File: config.mk
export PLATFORM = sky130hd
export DESIGN_NAME = dd_bus_arbiter
export DESIGN_NICKNAME = d
export VERILOG_FILES = /design/src/rtl/dd_bus_arbiter.sv
export SDC_FILE = /design/constraint.sdc
export NUM_CORES = 1
export LEC_CHECK = 0
export CORE_MARGIN = 5
export CORE_UTILIZATION = 26
export CTS_CLUSTER_DIAMETER = 150
export DETAILED_ROUTE_END_ITERATION = 16
export PLACE_DENSITY = 0.55
export SYNTH_ARGS = -nofsm -noshare
export SYNTH_HDL_FRONTEND = slang
export SYNTH_SLANG_ARGS = --single-unit
export TNS_END_PERCENT = 30
File: constraint.sdc
create_clock -name CLK -period 1.4 [get_ports CLK]
set_input_delay 0.28 -clock CLK [delete_from_list [all_inputs] [get_ports CLK]]
set_output_delay 0.28 -clock CLK [all_outputs]
set_load 0.005 [all_outputs]
File: src/rtl/dd_bus_arbiter.sv
// dd_bus_arbiter
//   Three-way round-robin arbiter for the DD bus (CPU, blitter, fill source).
//   A granted owner keeps the bus for up to MAXBURST consecutive cycles.
//   Every loss of ownership passes through a one-cycle TURN with no owner.
//   The fill source has no external grant. When it owns the bus, this block
//   drives DD_0..DD_6 itself through the outDD_n/enDD_n tristate pairs.
//
// Ports
//   CLK, RESET            clock, synchronous active-high reset
//   REQ_CPU/BLT/FILL      level-sensitive bus requests
//   FILL_0..FILL_6        fill value placed on DD_0..DD_6 while fill owns
//   GNT_CPU, GNT_BLT      registered grants to the external drivers
//   outDD_n, enDD_n       fill tristate data/enable for DD_n
//   BUSY                  high whenever the FSM is not IDLE
module dd_bus_arbiter #(
   parameter int MAXBURST = 8
) (
   input  logic CLK,
   input  logic RESET,
   input  logic REQ_CPU,
   input  logic REQ_BLT,
   input  logic REQ_FILL,
   input  logic FILL_0,
   input  logic FILL_1,
   input  logic FILL_2,
   input  logic FILL_3,
   input  logic FILL_4,
   input  logic FILL_5,
   input  logic FILL_6,
   output logic GNT_CPU,
   output logic GNT_BLT,
   output logic outDD_0,
   output logic outDD_1,
   output logic outDD_2,
   output logic outDD_3,
   output logic outDD_4,
   output logic outDD_5,
   output logic outDD_6,
   output logic enDD_0,
   output logic enDD_1,
   output logic enDD_2,
   output logic enDD_3,
   output logic enDD_4,
   output logic enDD_5,
   output logic enDD_6,
   output logic BUSY
);

   localparam int         DD_W    = 7;
   localparam logic [3:0] MAX_CNT = 4'(MAXBURST);

   typedef enum logic [1:0] {IDLE, OWN, TURN} state_t;
   typedef enum logic [1:0] {SRC_CPU, SRC_BLT, SRC_FILL} src_t;

   // One-hot source vectors: bit0 CPU, bit1 BLT, bit2 FILL
   state_t     state, nextState;
   src_t       lastOwner, nextLast;
   logic [2:0] reqVec, gnt, nextGnt, pick;
   logic [3:0] burstCnt, nextCnt;
   logic [DD_W-1:0] fillVec, outVec;

   assign reqVec = {REQ_FILL, REQ_BLT, REQ_CPU};

   // Search begins at the source after the last owner. The last owner is
   // therefore checked last. A lone repeat requester is still re-granted.
   function automatic logic [2:0] rrPick(input logic [2:0] req, input src_t last);
      logic [2:0] p;
      p = 3'b000;
      case (last)
         SRC_CPU:  if (req[1]) p = 3'b010; else if (req[2]) p = 3'b100; else if (req[0]) p = 3'b001;
         SRC_BLT:  if (req[2]) p = 3'b100; else if (req[0]) p = 3'b001; else if (req[1]) p = 3'b010;
         default:  if (req[0]) p = 3'b001; else if (req[1]) p = 3'b010; else if (req[2]) p = 3'b100;
      endcase
      return p;
   endfunction

   function automatic src_t srcOf(input logic [2:0] oneHot);
      src_t s;
      if (oneHot[0])      s = SRC_CPU;
      else if (oneHot[1]) s = SRC_BLT;
      else                s = SRC_FILL;
      return s;
   endfunction

   always_comb begin
      nextState = state;
      nextGnt   = gnt;
      nextCnt   = burstCnt;
      nextLast  = lastOwner;
      pick      = rrPick(reqVec, lastOwner);
      case (state)
         IDLE, TURN: begin
            if (|reqVec) begin
               nextState = OWN;
               nextGnt   = pick;
               nextCnt   = 4'd1;
               nextLast  = srcOf(pick);
            end else begin
               nextState = IDLE;
               nextGnt   = 3'b000;
            end
         end
         OWN: begin
            // Leave when the owner releases or its burst is used up. The grant
            // drops on the same edge, so TURN never shows an owner.
            if (|(reqVec & gnt) && (burstCnt < MAX_CNT)) begin
               nextCnt = burstCnt + 4'd1;
            end else begin
               nextState = TURN;
               nextGnt   = 3'b000;
            end
         end
         default: begin
            nextState = IDLE;
            nextGnt   = 3'b000;
         end
      endcase
   end

   always_ff @(posedge CLK) begin
      if (RESET) begin
         state     <= IDLE;
         gnt       <= 3'b000;
         burstCnt  <= 4'd0;
         lastOwner <= SRC_FILL;   // CPU is the first winner
      end else begin
         state     <= nextState;
         gnt       <= nextGnt;
         burstCnt  <= nextCnt;
         lastOwner <= nextLast;
      end
   end

   assign GNT_CPU = gnt[0];
   assign GNT_BLT = gnt[1];
   assign BUSY    = (state != IDLE);

   // The fill data path is combinational from FILL_n. A change in the fill
   // value shows up on DD in the same cycle.
   assign fillVec = {FILL_6, FILL_5, FILL_4, FILL_3, FILL_2, FILL_1, FILL_0};
   assign outVec  = fillVec & {DD_W{gnt[2]}};

   assign {outDD_6, outDD_5, outDD_4, outDD_3, outDD_2, outDD_1, outDD_0} = outVec;
   assign {enDD_6, enDD_5, enDD_4, enDD_3, enDD_2, enDD_1, enDD_0} = {DD_W{gnt[2]}};

endmodule

==> key figures <==
Outcome
  • Status: complete, no violations

Timing
  • Hold Fails Final Rpt: 0
  • Final worst slack: roughly 0.0012 ns
  • Setup tns final: 0 ns
  • Slew Limit Headroom: 79.0%
  • Least-Margin Pin Slew: around 0.31 ns
  • Fin. max-slew vios: 0
  • Fin crit period: around 1.4 ns
  • RSZ-0062 raised after global routing: true
  • Clock skew: 0.00660 ns
  • FMAX: slightly above 700 MHz
  • Final setup viols: 0
  • Final period utilization: between 90% and 100%

Synthesis
  • Synth top area share: a little over a third
  • Register area share after synthesis: a little over a third
  • Ys flop type: dfxtp_1
  • Async S/R FF share, synth: 0%
  • Mapped Nets: 86
  • YS warnings: 0
  • Synth area leaders: dfxtp_1 (35%), buf_4 (7.2%), and2_1 (7.0%)
  • Synthesis-stage register bit count: 11
  • Cell taking the most area after synthesis: dfxtp_1
  • Post-synth EDFFs: 0
  • Avg Cell Area, Syn: 8.55 um^2
  • Synthesized cell area: roughly 620 um^2
  • Most common cell in the synthesized netlist: dfxtp_1
  • Post-synth cell types: 34
  • Cells after synthesis: 73
  • Synth cell count leaders: dfxtp_1 (11), and2_1 (7), buf_4 (6)

Global route
  • GRT Total Usage: a little over a tenth
  • Remaining global-route overflow: 0
  • Initial antenna violation count: 0
  • Layer with the highest usage: met2
  • GR Util met1: 13.3%
  • Pin count of the biggest net entering global routing: 9
  • Met3 GRT Util: 2.61%
  • GR Layer Usage met2: 17.7%
  • Global-route wire length before repair: just under 3000 um
  • Vias in the first global route: around 660

Detailed routing
  • DR vias: a little over 700
  • Avg WL per Cell: 13.1 um
  • DR iter-0 viols: 29
  • First-pass DRT Iterations: 4
  • Via/cell ratio: 4.77
  • DRT antenna net count: 0
  • DRC Markers: 0
  • WL final: ~1900 um

Setup path
  • RR Startpoint: gnt[2]$_SDFFE_PP0P_
  • Worst path required time: roughly 1.6 ns
  • Crit path capture type: register
  • Crit path DAT: 1.56 ns
  • CP startpoint: gnt[2]$_SDFFE_PP0P_
  • Crit path launch type: register
  • Crit Path Max Fanout: 5
  • Type of the worst setup path: reg -> reg

Floorplanning
  • Std-Cell Core Area: about 2300 um^2
  • Die extent in y: around 59 um
  • Die width: between 50 and 60 um
  • Initial Utilization: 27.7%
  • DIE AREA: between 3000 and 4000 um^2
  • Rows: 17
  • I/O pin cnt: 29

Finish
  • Antenna cells: 0
  • Filler Cells Inserted: 228
  • Area delta synth->final: 82.0%
  • Nets@finish: roughly 130
  • Area of the multi-input gates: around 360 um^2
  • Share of layout cells above drive strength 1: roughly a third
  • Non-Filler Instances: between 100 and 150
  • Sequential cell area: 229 um^2

Job
  • Max-Cap Viols: 0

Worst hold path
  • Worst hold path type: reg -> reg
  • Critical hold path startpoint: lastOwner[0]$_SDFFE_PP0P_

Placed design
  • DP HPWL: around 1500 um
  • IO buf count: 28
  • Placer congestion estimate: 0.805
  • DP Worst Slack: -0.453 ns
  • Placed insts: about 140

Pwr
  • Pwr dens: roughly 710 nW/um^2
  • Pwr Total: between 800 and 900 uW
  • Static leakage: between 0.0005 and 0.0006 uW
  • Worst vdd ir: between 0.5 and 0.6 mV

Clocking
  • Clock Latency Late Sink: between 0.2 and 0.3 ns
  • # clock sinks: 11
  • Number of buffers created by CTS: 3
  • CTS Buffer Depth: 2
  • CTS root buffer: clkbuf_4
  • Clk pin slew, worst setup/hold paths: approximately 0.07 ns
  • H-tree levels: 1
  • CTS tree: built
-- logic make-up after synthesis --
kind of cell / after synthesis / synth area share [%]
and+or+nand+nor: 30 / 29.5
AOI/OAI and AO/OA: 19 / 22.2
buffers and inverters: 12 / 11.0
DFF: 11 / 35.3
adders and majority gates: 1 / 2.00
-- worst max-delay path, stage by stage (launching register included) --
cell	delay, ns
dfxtp_4	0.36
buf_6	0.09
a222oi_1	0.06
buf_4	0.17
buf_4	0.13
or2_4	0.24
a41o_1	0.24
-- cell type report --
class	count	share of cell area [%]
Inverter	4	1.32
Tap cell	28	3.08
Sequential cell	11	20.2
Timing Repair Buffer	51	41.4
Multi-Input combinational cell	50	31.7
Clock buffer	4	2.31
-- where the power goes --
group / switching, uW / internal, uW / total (uW)
combinational: 92.1 / 150 / 242
sequential: 16.9 / 334 / 351
clock: 108 / 110 / 218
total: 217 / 594 / 810
-- metal layers --
| layer | up-vias | part of all wire, % |
|---|---|---|
| li1 | 353 | - |
| met1 | 324 | 44 |
| met2 | 27 | 48 |
| met3 | 2 | 7.3 |
| met4 | 0 | 0.82 |
| met5 | - | 0 |
-- final timing paths --
kind                                                  end  slack, ns  cells after the start
worst max-delay path             burstCnt[1]$_SDFFE_PP0P_      0.001                      6
worst min-delay path            lastOwner[0]$_SDFFE_PP0P_       0.51                      2
worst max register to register   burstCnt[1]$_SDFFE_PP0P_      0.001                      6
worst min register to register  lastOwner[0]$_SDFFE_PP0P_       0.51                      2
-- stage by stage --
step / instance area (um^2) / util, % / hold WS, ns
3_5_place_dp: 1020 / 45.2 / 0.500
6_report: 1140 / 50.4 / 0.513
2_1_floorplan: 629 / - / 0.454
5_1_grt: 1140 / 50.4 / 0.536
3_3_place_gp: 1020 / 45.2 / 0.481
4_1_cts: 1060 / 47.1 / 0.503
-- timing repair --
action | CTS | global route
endpoints found under the setup margin | 20 | 15
gates resized for setup | 27 | 23
buffers inserted | 2 | 3
pin swaps | 1 | 6
gates cloned | 1 | 0
hold buffers | 0 | 0
-- placed cells by master, fill, tap and decap left out, types with 2 or more instances in the layout --
master            n
o22ai_1           3
dlygate4sd2_1     3
dfxtp_2           4
and2_1            7
dlymetal6s2s_1    3
o21bai_1          2
clkbuf_4          3
nor2_1            4
a21oi_1           3
buf_4            18
a32o_1            2
clkdlybuf4s50_1   8
nor3_1            2
or2_2             2
nand2_1           2
dfxtp_1           6
buf_6             5
nor2b_1           2
clkdlybuf4s15_1  13
inv_1             4
-- flip-flops by register name, summed over array words and instances (netlist names) --
signal	count
state	2
lastOwner	2
burstCnt	4
gnt	3
No activity file was read; power rests on OpenSTA's default activity.
